`src/rtl/register_file.sv`:
```
`default_nettype none
// ============================================================================
//  Module      : register_file
//  Description : Four-entry general register file for the 8-bit CPU datapath.
//                R0..R2 are general purpose; R3 doubles as the stack pointer
//                and resets to the top of the address space. Two
//                combinational read ports feed the operand path, and one
//                synchronous write port takes writeback results.
//
//  Ports       : clk         - system clock, writes on the rising edge
//                rst         - asynchronous active-high reset
//                wenabel     - write enable
//                ra, rb      - read-port A / B register select
//                rd          - write destination register select
//                write_data  - data written to register rd
//                ra_date     - contents of register[ra] (combinational)
//                rb_date     - contents of register[rb] (combinational)
//
//  Revision    : 1.0 - initial release
// ============================================================================
module register_file #(
    parameter int                DATA_W   = 8,
    parameter int                ADDR_W   = 2,
    parameter logic [DATA_W-1:0] SP_RESET = 8'hFF
) (
    input  logic              clk,
    input  logic              rst,
    input  logic              wenabel,
    input  logic [ADDR_W-1:0] ra,
    input  logic [ADDR_W-1:0] rb,
    input  logic [ADDR_W-1:0] rd,
    input  logic [DATA_W-1:0] write_data,
    output logic [DATA_W-1:0] ra_date,
    output logic [DATA_W-1:0] rb_date
);

    localparam int c_DEPTH = 2 ** ADDR_W;

    // Register storage and its next-state image.
    logic [DATA_W-1:0] regs_q [c_DEPTH];
    logic [DATA_W-1:0] regs_d [c_DEPTH];

    // One-hot write select, decoded from rd and gated by the enable.
    logic [c_DEPTH-1:0] w_wsel;

    generate
        for (genvar gi = 0; gi < c_DEPTH; gi++) begin : g_wsel
            assign w_wsel[gi] = wenabel && (rd == ADDR_W'(gi));
        end
    endgenerate

    // Only the addressed register takes new data; every other entry holds.
    always_comb begin
        for (int i = 0; i < c_DEPTH; i++) begin
            regs_d[i] = regs_q[i];
            if (w_wsel[i]) begin
                regs_d[i] = write_data;
            end
        end
    end

    // Reset dominates any concurrent write. The highest-index register is the
    // stack pointer and comes out of reset pointing at the top of memory.
    always_ff @(posedge clk or posedge rst) begin
        if (rst) begin
            for (int i = 0; i < c_DEPTH - 1; i++) begin
                regs_q[i] <= '0;
            end
            regs_q[c_DEPTH-1] <= SP_RESET;
        end else begin
            for (int i = 0; i < c_DEPTH; i++) begin
                regs_q[i] <= regs_d[i];
            end
        end
    end

    // Reads come straight from storage: no write-through bypass, so a read of
    // the register being written shows the old value until the edge.
    assign ra_date = regs_q[ra];
    assign rb_date = regs_q[rb];

endmodule
`default_nettype wire

```
`config.mk`:
```
export PLATFORM = sky130hd
export DESIGN_NAME = register_file
export DESIGN_NICKNAME = d
export VERILOG_FILES = /design/src/rtl/register_file.sv
export SDC_FILE = /design/constraint.sdc
export NUM_CORES = 1
export LEC_CHECK = 0
export ABC_AREA = 1
export CAP_MARGIN = 20
export CORE_MARGIN = 3
export CORE_UTILIZATION = 25
export CTS_CLUSTER_DIAMETER = 60
export DETAILED_ROUTE_END_ITERATION = 6
export MAX_ROUTING_LAYER = met4
export PLACE_DENSITY = 0.53
export SLEW_MARGIN = 15
export SYNTH_ARGS = -nofsm -noshare
export SYNTH_HDL_FRONTEND = slang
export SYNTH_SLANG_ARGS = --single-unit
```
`constraint.sdc`:
```
create_clock -name clk -period 2.95 [get_ports clk]
set_input_delay 0.885 -clock clk [delete_from_list [all_inputs] [get_ports clk]]
set_output_delay 0.885 -clock clk [all_outputs]
set_load 0.02 [all_outputs]
```
Word level (Yosys, flattened, before mapping). Index checks and enable logic that the tools add are counted.

Flip-flop bits (word level): 32. Logic and storage cells: 22.

$lt $le $gt $ge: 2. Eq/ne operators: 3. Multiplexer cells: 6. Bitwise logic cells: 2. Reductions and logical operators: 5.

Operators by type and width (number): $bmux 8 s2 (2); $mux 8 (4); $ge 3x3->1 const B (2); $not 2->3 (2); $eq 2x2->1 const B (2); $logic_and 1x1->1 (4); $eq 2x1->1 const B (1); $logic_not 2->1 (1).

Longest topological paths before layout. Gate-level depths: netlist of run 1.

Depth after elaboration: 4. Gate-level depth with buffers: 6. Depth with buffers taken out: 4.

Worst setup path before layout of run 1. No wires, ideal clock.

Kind: input to output. From: in rb[0]. To: out rb_date[6]. Arrival time: 1.502 ns. Setup slack: 0.563 ns. Cell stages on the path: 6. Buffers on the path: 2. Path through: buf_4 inv_2 buf_4 nand2_1 nand3_1 nand2_1.

Word-level cells in the longest chain between the ends: 4.

RTL lines: start: declaration (RTL line 30) `input logic [ADDR_W-1:0] rb,`; $not 2->3 (not written as such) (RTL line 80) `assign rb_date = regs_q[rb];`; $bmux 8 s2 (RTL line 80); $mux 8 (not written as such) (2 in series) (RTL line 80); end: declaration (RTL line 34) `output logic [DATA_W-1:0] rb_date`.

Every way passes these cells. The select of a mux whose other input is x is not followed.

Worst setup path after layout of run 1.
From: in ra[1]. To: out ra_date[7].

Word-level cells in the longest chain between the ends: 4.

RTL lines: start: declaration (RTL line 29) `input logic [ADDR_W-1:0] ra,`; $not 2->3 (not written as such) (RTL line 79) `assign ra_date = regs_q[ra];`; $bmux 8 s2 (RTL line 79); $mux 8 (not written as such) (2 in series) (RTL line 79); end: declaration (RTL line 33) `output logic [DATA_W-1:0] ra_date,`.

Every way passes these cells. The select of a mux whose other input is x is not followed.

==> report_table.html, run 1 <==
<table>
<tr><th>Metric</th><th>Value</th></tr>
<tr><th colspan="2">Synth</th></tr>
<tr><td>Share of Yosys cell area claimed by the top area cell type</td><td>between 20% and 30%</td></tr>
<tr><td>Number of synthesis warnings</td><td>0</td></tr>
<tr><td>Synth area leader</td><td>dfrtp_1</td></tr>
<tr><td>Count of cell types in the netlist</td><td>15</td></tr>
<tr><td>Post-synth EDFFs</td><td>0</td></tr>
<tr><td>Post-synth top flop</td><td>dfrtp_1</td></tr>
<tr><td>Mapped Nets</td><td>315</td></tr>
<tr><td>Post-Syn Instances</td><td>298</td></tr>
<tr><td>Async set or reset register ratio after synthesis</td><td>between 90% and 100%</td></tr>
<tr><td>Mean Syn Cell Area</td><td>6.94 µm²</td></tr>
<tr><td>Sequential fraction of the synthesis area</td><td>between 30% and 40%</td></tr>
<tr><td>Number of synthesized register bits</td><td>32</td></tr>
<tr><td>Netlist area before placement</td><td>2070 µm²</td></tr>
<tr><td>Leading cell types by total area after synthesis</td><td>dfrtp_1, nand2_1, dfstp_2</td></tr>
<tr><th colspan="2">Clocking</th></tr>
<tr><td>CTS Sinks</td><td>32</td></tr>
<tr><td>Clock-pin slew reported for the worst setup and hold paths after clock tree synthesis</td><td>0.06 ns</td></tr>
<tr><td>Clock root buffer</td><td>clkbuf_8</td></tr>
<tr><td>CTS tree</td><td>yes</td></tr>
<tr><td>Maximum level of the CTS H-tree</td><td>2</td></tr>
<tr><td>Number of buffers added for setup after CTS</td><td>0</td></tr>
<tr><td>Insertion delay to the later sink of the worst-skew pair</td><td>0.28 ns</td></tr>
<tr><td>Buffer depth of the longest clock path</td><td>2</td></tr>
<tr><td>CTS buffer count</td><td>5</td></tr>
<tr><th colspan="2">Worst setup path</th></tr>
<tr><td>Critical path start-end classification</td><td>in2out</td></tr>
<tr><td>CP Capture Type</td><td>primary output</td></tr>
<tr><td>Maximum fanout along the worst path</td><td>8</td></tr>
<tr><td>Startpoint class of the critical path</td><td>input port</td></tr>
<tr><td>Startpoint of the worst register-to-register path</td><td>regs_q[6]</td></tr>
<tr><td>Path depth of the worst reg2reg path</td><td>2</td></tr>
<tr><td>Required time of the critical path</td><td>2.07 ns</td></tr>
<tr><td>Arr. time, crit path</td><td>2.01 ns</td></tr>
<tr><td>R2R Setup Slk</td><td>2.20 ns</td></tr>
<tr><td>Reg2reg end</td><td>regs_q[6]</td></tr>
<tr><th colspan="2">Final layout</th></tr>
<tr><td>Core utilization of the finished layout</td><td>approximately 32%</td></tr>
<tr><td>Combined area of the multi-input logic cells</td><td>970 µm²</td></tr>
<tr><td>Inserted Diodes</td><td>0</td></tr>
<tr><td>Proportion of layout cells with a drive suffix above 1</td><td>17.8%</td></tr>
<tr><td>Area growth from synthesis to final layout</td><td>23.7%</td></tr>
<tr><td>Biggest regs</td><td>regs_q x32</td></tr>
<tr><td>Fill cell count</td><td>866</td></tr>
<tr><td>Top register by number of flip-flops</td><td>regs_q</td></tr>
<tr><td>Final nets</td><td>353</td></tr>
<tr><td>Flip-flop and latch area</td><td>slightly above 800 µm²</td></tr>
<tr><td>Largest register FFs</td><td>32</td></tr>
<tr><th colspan="2">Power and ir drop</th></tr>
<tr><td>Switching power share of the total</td><td>35.6%</td></tr>
<tr><td>Total power density per cell area</td><td>between 500 and 600 nW/µm²</td></tr>
<tr><td>Part of the total power dissipated in combinational logic</td><td>between 30% and 40%</td></tr>
<tr><td>Worst ir drop on vdd</td><td>approximately 0.00017 V</td></tr>
<tr><td>Leakage power</td><td>between 0.001 and 0.0015 µW</td></tr>
<tr><td>Int Power</td><td>835 µW</td></tr>
<tr><td>Part of the total power dissipated in sequential elements</td><td>43.8%</td></tr>
<tr><td>Net switching power of the design</td><td>461 µW</td></tr>
<tr><td>Clock power share</td><td>24.7%</td></tr>
<tr><th colspan="2">Global routing</th></tr>
<tr><td>Vias in the first global route</td><td>1998</td></tr>
<tr><td>Initial antenna violation count</td><td>0</td></tr>
<tr><td>Global routing usage summed across all routing layers</td><td>13.9%</td></tr>
<tr><td>First-pass GRT wire length</td><td>10.4 mm</td></tr>
<tr><td>Pin count of the biggest net entering global routing</td><td>33</td></tr>
<tr><td>GRT overflow</td><td>0</td></tr>
<tr><th colspan="2">Floorplan</th></tr>
<tr><td>Floorplan core area</td><td>7890 µm²</td></tr>
<tr><td>Die Span Y</td><td>96.9 µm</td></tr>
<tr><td>Die area</td><td>9400 µm²</td></tr>
<tr><td>Die width</td><td>96.9 µm</td></tr>
<tr><td>I/O Pins</td><td>33</td></tr>
<tr><td>Starting Density</td><td>approximately a quarter</td></tr>
<tr><td>Num rows</td><td>32</td></tr>
<tr><th colspan="2">Placement</th></tr>
<tr><td>Estimated wirelength of the detail-placed design</td><td>approximately 4.5 mm</td></tr>
<tr><td>PortBufs</td><td>32</td></tr>
<tr><td>Routability Congestion</td><td>0.817</td></tr>
<tr><th colspan="2">Job</th></tr>
<tr><td>Reported max-cap violation count</td><td>0</td></tr>
<tr><th colspan="2">Timing</th></tr>
<tr><td>Final hold viol count</td><td>0</td></tr>
<tr><td>Final Max Tran Viols</td><td>0</td></tr>
<tr><td>Relative slew slack</td><td>71.9%</td></tr>
<tr><td>Post-route setup TNS</td><td>0 ns</td></tr>
<tr><td>Final setup viols</td><td>0</td></tr>
<tr><td>Share of the cycle needed by the critical path after routing</td><td>98.0%</td></tr>
<tr><td>Min cycle time layout</td><td>2.89 ns</td></tr>
<tr><td>Clock Skew</td><td>0 ns</td></tr>
<tr><td>Max Clk Rate</td><td>around 0.35 GHz</td></tr>
<tr><td>Worst Max-Slew Pin Slew</td><td>0.420 ns</td></tr>
<tr><td>Unrepaired setup endpoints after global routing</td><td>false</td></tr>
<tr><th colspan="2">Route</th></tr>
<tr><td>DR vias</td><td>around 1900</td></tr>
<tr><td>Routed length per instance</td><td>13.9 µm</td></tr>
<tr><td>Detailed-route wire length</td><td>6.10 mm</td></tr>
<tr><td>Per-cell via count in the routed design</td><td>4.44</td></tr>
<tr><td>DRC errors left</td><td>0</td></tr>
<tr><td>Iteration-0 DRC count of the detailed router</td><td>about 140</td></tr>
<tr><td>Drt pass-1 iters</td><td>4</td></tr>
<tr><td>Antenna-violating nets left</td><td>0</td></tr>
<tr><th colspan="2">Worst hold path</th></tr>
<tr><td>Sink of the worst hold path</td><td>regs_q[25]</td></tr>
<tr><td>Start point of the worst hold path</td><td>regs_q[25]</td></tr>
<tr><td>Instance count along the most critical hold path</td><td>2</td></tr>
<tr><td>Class of the tightest hold or removal check</td><td>reg2reg</td></tr>
<tr><th colspan="2">Status</th></tr>
<tr><td>Result of the run</td><td>completed</td></tr>
</table>
[cells by family (layout without fill, tap and decap cells)]
| kind of cell | Yosys count | count (layout) | share of synthesized area, % |
|---|---|---|---|
| AOI/OAI and AO/OA | 8 | 8 | 3.39 |
| DFF | 32 | 32 | 39.2 |
| and+or+nand+nor | 197 | 197 | 43.5 |
| buffers and inverters | 61 | 100 | 13.9 |
[area by class of cell]
| type | count | area share, % |
|---|---|---|
| inverter | 47 | 7.09 |
| timing repair buffer | 45 | 15.1 |
| clock inverter | 1 | 0.196 |
| sequential | 32 | 31.7 |
| tap | 102 | 4.99 |
| clock buffer | 7 | 2.98 |
| multi-input combinational | 205 | 37.9 |
[placed cells by master (no fill, tap or decap), drive strengths merged]
cell type and n:
nand3 43, clkdlybuf4s50 14, o21ai 8, inv 47, nor2 1, dfrtp 24
clkdlybuf4s15 6, clkinv 1, nand2 137, clkbuf 17, nand4 16, buf 13
dlygate4sd2 2, dfstp 8
[cell usage after synthesis (2+ instances only)]
library cell,n
nand2_1,134
inv_1,43
nand3_1,40
dfrtp_1,24
nand4_1,16
dfstp_2,8
o21ai_2,8
buf_4,6
buf_2,4
buf_6,4
inv_2,4
nand3_4,3
nand2_2,2
[critical path, stage by stage]
cell,delay (ns)
clkdlybuf4s50_1,0.48
buf_4,0.17
nand3_1,0.09
nand2_1,0.08
clkdlybuf4s15_1,0.30
[worst max-delay path by stage]
stage | from | end | cells after the start
2_1_floorplan | rb[0] | rb_date[6] | 6
3_3_place_gp | rb[0] | rb_date[3] | 6
3_5_place_dp | rb[0] | rb_date[3] | 6
4_1_cts | rb[1] | rb_date[7] | 5
5_1_grt | ra[1] | ra_date[7] | 6
6_report | ra[1] | ra_date[7] | 5
[stage by stage]
step | setup slack [ns] | instances | power [µW] | hold slack [ns] | area (µm²)
final | 0.0595 | 439 | 1300 | 0.471 | 2560
after global routing | 0.00496 | 439 | 1400 | 0.493 | 2560
after CTS | 0.000596 | 439 | 1310 | 0.476 | 2600
after detailed placement | -0.330 | 429 | 1010 | 0.460 | 2500
after global placement | -0.339 | 429 | 1000 | 0.457 | 2500
after floorplan | 0.563 | 298 | 833 | 0.442 | 2070
[metal layers]
layer  track usage (%)  vias to the layer above  wire length [µm]
li1                  -                     1001                 -
met1              19.3                      882              3030
met2              20.5                       61              2680
met3              3.24                        5               325
met4              3.56                        0                59
met5                 -                        -                 0
[power by group through the flow]
| stage | sequential [µW] | combinational (µW) | clock (µW) |
|---|---|---|---|
| floorplan | 556 | 277 | 0 |
| global placement | 572 | 431 | 0 |
| detailed placement | 575 | 431 | 0 |
| CTS | 568 | 417 | 329 |
| global route | 576 | 463 | 357 |
| finish | 568 | 408 | 321 |
[timing repair]
action / CTS / global route
endpoints found under the hold margin: 0 / 0
gates resized for setup: 34 / 19
hold buffers: 0 / 0
gates cloned: 2 / 0
setup endpoints to repair: 16 / 13
Note: power is estimated with default switching activity, not from simulation.
==> run 2, diff against run 1 <==
--- a/config.mk
+++ b/config.mk
@@ -11,6 +11,7 @@
 export CORE_UTILIZATION = 25
 export CTS_CLUSTER_DIAMETER = 60
 export DETAILED_ROUTE_END_ITERATION = 6
+export GPL_TIMING_DRIVEN = 0
 export MAX_ROUTING_LAYER = met4
 export PLACE_DENSITY = 0.53
 export SLEW_MARGIN = 15
==> constraint.sdc (replaced) <==
create_clock -name clk -period 3 [get_ports clk]
set_input_delay 0.9 -clock clk [delete_from_list [all_inputs] [get_ports clk]]
set_output_delay 0.9 -clock clk [all_outputs]
set_load 0.02 [all_outputs]
==> report_table.html, run 2 (synthesis gave the netlist of run 1 again) <==
<table>
<tr><th>Metric</th><th>Value</th></tr>
<tr><th colspan="2">Route</th></tr>
<tr><td>Post-route met1 wirelength</td><td>3.00 mm (-0.92%)</td></tr>
<tr><td>Antenna-violating nets left</td><td>0 (unchanged)</td></tr>
<tr><td>Top routing layer in use</td><td>met4</td></tr>
<tr><td>Routed length on met3</td><td>326 µm (+0.31%)</td></tr>
<tr><td>DRC errors left</td><td>0 (unchanged)</td></tr>
<tr><td>DR vias</td><td>1955 (+0.31%)</td></tr>
<tr><td>Iteration-0 DRC count of the detailed router</td><td>102 (-29%)</td></tr>
<tr><td>Routed length per instance</td><td>14.5 µm (+4.5%)</td></tr>
<tr><td>Detailed-route wire length</td><td>6.31 mm (+3.5%)</td></tr>
<tr><td>Per-cell via count in the routed design</td><td>4.49 (+1.2%)</td></tr>
<tr><td>Sum of met2 wire segment lengths after detailed routing</td><td>2.91 mm (+8.5%)</td></tr>
<tr><td>Drt pass-1 iters</td><td>4 (unchanged)</td></tr>
<tr><th colspan="2">Worst setup path</th></tr>
<tr><td>Critical path start-end classification</td><td>in2out</td></tr>
<tr><td>Critical path launch point</td><td>rb[0]</td></tr>
<tr><td>Library cell contributing the largest single delay on the critical path</td><td>dlygate4sd2_1</td></tr>
<tr><td>Startpoint of the worst register-to-register path</td><td>regs_q[3]</td></tr>
<tr><td>Required time of the critical path</td><td>2.10 ns (+0.03 ns)</td></tr>
<tr><td>CP Capture Type</td><td>primary output</td></tr>
<tr><td>List of cells traversed by the critical path</td><td>buf_4 -&gt; inv_2 -&gt; buf_4 -&gt; nand2_1 -&gt; nand3_1 -&gt; nand2_1 -&gt; dlygate4sd2_1</td></tr>
<tr><td>Critical path's largest stage delay</td><td>0.32 ns (-0.16 ns)</td></tr>
<tr><td>Maximum fanout along the worst path</td><td>10 (+2)</td></tr>
<tr><td>Startpoint class of the critical path</td><td>input port</td></tr>
<tr><td>Arr. time, crit path</td><td>1.94 ns (-0.07 ns)</td></tr>
<tr><td>Path depth of the worst reg2reg path</td><td>2 (unchanged)</td></tr>
<tr><th colspan="2">Placement</th></tr>
<tr><td>Worst setup timing slack at the placement stage</td><td>-0.0765 ns (+0.253 ns)</td></tr>
<tr><td>PortBufs</td><td>27 (-16%)</td></tr>
<tr><td>Placement Cell Area</td><td>2460 µm² (-1.4%)</td></tr>
<tr><td>Routability Congestion</td><td>0.830 (+1.6%)</td></tr>
<tr><td>Estimated wirelength of the detail-placed design</td><td>4.65 mm (+3.2%)</td></tr>
<tr><td>Inst Count DP</td><td>427 (-0.47%)</td></tr>
<tr><th colspan="2">Timing</th></tr>
<tr><td>Setup WS post-layout</td><td>0.155 ns (+0.0956 ns)</td></tr>
<tr><td>Final hold viol count</td><td>0 (unchanged)</td></tr>
<tr><td>Relative slew slack</td><td>55.0% (-17 points)</td></tr>
<tr><td>Hold Slack</td><td>0.472 ns (+0.00148 ns)</td></tr>
<tr><td>Unrepaired setup endpoints after global routing</td><td>false</td></tr>
<tr><td>Worst Max-Slew Pin Slew</td><td>0.673 ns (+0.254 ns)</td></tr>
<tr><td>Min cycle time layout</td><td>2.84 ns</td></tr>
<tr><td>Final setup viols</td><td>0 (unchanged)</td></tr>
<tr><td>Final Max Tran Viols</td><td>0 (unchanged)</td></tr>
<tr><td>Share of the cycle needed by the critical path after routing</td><td>between 90% and 100%</td></tr>
<tr><td>Clock Skew</td><td>0 ns (unchanged)</td></tr>
<tr><td>Max Clk Rate</td><td>0.352 GHz</td></tr>
<tr><th colspan="2">Clocking</th></tr>
<tr><td>Clock-pin slew reported for the worst setup and hold paths after clock tree synthesis</td><td>0.06 ns (about the same)</td></tr>
<tr><td>Maximum level of the CTS H-tree</td><td>2 (unchanged)</td></tr>
<tr><td>CTS Sinks</td><td>32 (unchanged)</td></tr>
<tr><td>Number of buffers added for setup after CTS</td><td>0 (unchanged)</td></tr>
<tr><td>Clock root buffer</td><td>clkbuf_8</td></tr>
<tr><td>CTS tree</td><td>yes</td></tr>
<tr><td>Insertion delay to the later sink of the worst-skew pair</td><td>0.28 ns (about the same)</td></tr>
<tr><td>CTS buffer count</td><td>5 (unchanged)</td></tr>
<tr><td>Buffer depth of the longest clock path</td><td>2 (unchanged)</td></tr>
<tr><th colspan="2">Final layout</th></tr>
<tr><td>Inserted Diodes</td><td>0 (unchanged)</td></tr>
<tr><td>Biggest regs</td><td>regs_q x32</td></tr>
<tr><td>Leading cell types in the layout, fill and taps excluded</td><td>nand2_1, inv_1, nand3_1, dfrtp_1</td></tr>
<tr><td>Combined area of the multi-input logic cells</td><td>970 µm² (unchanged)</td></tr>
<tr><td>Top register by number of flip-flops</td><td>regs_q</td></tr>
<tr><td>Non-Filler Instances</td><td>435 (-0.91%)</td></tr>
<tr><td>Flip-flop and latch area</td><td>811 µm² (unchanged)</td></tr>
<tr><td>Proportion of layout cells with a drive suffix above 1</td><td>14.7% (-3.1 points)</td></tr>
<tr><td>Core utilization of the finished layout</td><td>32.2% (-0.24 points)</td></tr>
<tr><td>Largest register FFs</td><td>32 (unchanged)</td></tr>
<tr><td>Fill cell count</td><td>880 (+1.6%)</td></tr>
<tr><td>Design Area, Final</td><td>2540 µm² (-0.73%)</td></tr>
<tr><td>Most common cell after layout, fill and taps aside</td><td>nand2_1</td></tr>
<tr><td>Area growth from synthesis to final layout</td><td>22.8%</td></tr>
<tr><td>Final nets</td><td>349 (-1.1%)</td></tr>
<tr><th colspan="2">Power and ir drop</th></tr>
<tr><td>Leakage power</td><td>0.00140 µW (about the same)</td></tr>
<tr><td>Worst ir drop on vdd</td><td>0.000135 V (-18%)</td></tr>
<tr><td>Total power density per cell area</td><td>511 nW/µm² (+0.79%)</td></tr>
<tr><th colspan="2">Floorplan</th></tr>
<tr><td>Num rows</td><td>32 (unchanged)</td></tr>
<tr><td>Die area</td><td>9400 µm² (unchanged)</td></tr>
<tr><td>Starting Density</td><td>26.2% (unchanged)</td></tr>
<tr><td>Floorplan core area</td><td>7890 µm² (unchanged)</td></tr>
<tr><td>Die width</td><td>96.9 µm (unchanged)</td></tr>
<tr><td>Die Span Y</td><td>96.9 µm (unchanged)</td></tr>
<tr><td>I/O Pins</td><td>33 (unchanged)</td></tr>
<tr><th colspan="2">Global routing</th></tr>
<tr><td>Initial antenna violation count</td><td>0 (unchanged)</td></tr>
<tr><td>GRT overflow</td><td>0 (unchanged)</td></tr>
<tr><td>Pin count of the biggest net entering global routing</td><td>33 (unchanged)</td></tr>
<tr><td>First-pass GRT wire length</td><td>10.5 mm (+0.39%)</td></tr>
<tr><td>Vias in the first global route</td><td>1994 (-0.20%)</td></tr>
<tr><td>Global routing usage summed across all routing layers</td><td>14.4% (+0.43 points)</td></tr>
<tr><th colspan="2">Job</th></tr>
<tr><td>Reported max-cap violation count</td><td>0 (unchanged)</td></tr>
<tr><th colspan="2">Worst hold path</th></tr>
<tr><td>Class of the tightest hold or removal check</td><td>reg2reg</td></tr>
<tr><td>Instance count along the most critical hold path</td><td>2 (unchanged)</td></tr>
<tr><td>Start point of the worst hold path</td><td>regs_q[19]</td></tr>
<tr><th colspan="2">Status</th></tr>
<tr><td>Result of the run</td><td>completed</td></tr>
</table>
## run 2: per-stage QoR
step           power [µW]  TNS [ns]
3_3_place_gp          976    -0.614
6_report             1300         0
5_1_grt              1390         0
4_1_cts              1310         0
3_5_place_dp          984    -0.715
2_1_floorplan         819         0
## run 2: layout make-up
class	count	area share, %
buffer	14	4.34
inverter	47	7.10
multi-input combinational	205	38.2
sequential	32	31.9
tap	102	5.03
timing repair buffer	27	9.86
clock buffer	8	3.55
## run 2: path summary, 6_finish.rpt
check / endpoint / slack, ns
min in group asynchronous: regs_q[8] / 1.03
worst min register to register: regs_q[19] / 0.47
worst min-delay path: regs_q[19] / 0.47
worst max register to register: regs_q[3] / 2.29
max in group asynchronous: regs_q[21] / 1.52
worst max-delay path: rb_date[4] / 0.16
## run 2: report_power, final
| group | total (µW) | switching [µW] | internal, µW | leakage [µW] |
|---|---|---|---|---|
| sequential | 556 | 43.2 | 513 | 0.000383 |
| combinational | 395 | 254 | 141 | 0.000975 |
| clock | 346 | 159 | 187 | 0.0000455 |
## run 2: critical path: cells and delay by family
kind	cells	cell delay (ns)
buffers and inverters	4	0.80
AND/OR/NAND/NOR	3	0.23
## run 2: repair_timing
item	in CTS	in global routing
hold buffers	0	0
gates resized for setup	17	0
setup endpoints to repair	16	0
## run 2: metal layers
layer	track usage, %	vias up
met1	19.2	906
met5	-	-
met3	3.10	6
met2	21.9	53
met4	4.32	0
li1	-	990
==> run 3, diff against run 2 <==
--- a/config.mk
+++ b/config.mk
@@ -14,7 +14,7 @@
 export GPL_TIMING_DRIVEN = 0
 export MAX_ROUTING_LAYER = met4
 export PLACE_DENSITY = 0.53
-export SLEW_MARGIN = 15
+export SLEW_MARGIN = 20
 export SYNTH_ARGS = -nofsm -noshare
 export SYNTH_HDL_FRONTEND = slang
 export SYNTH_SLANG_ARGS = --single-unit
==> results of run 3 <==
No change in the layout: final DEF, timing and power equal those of run 2.
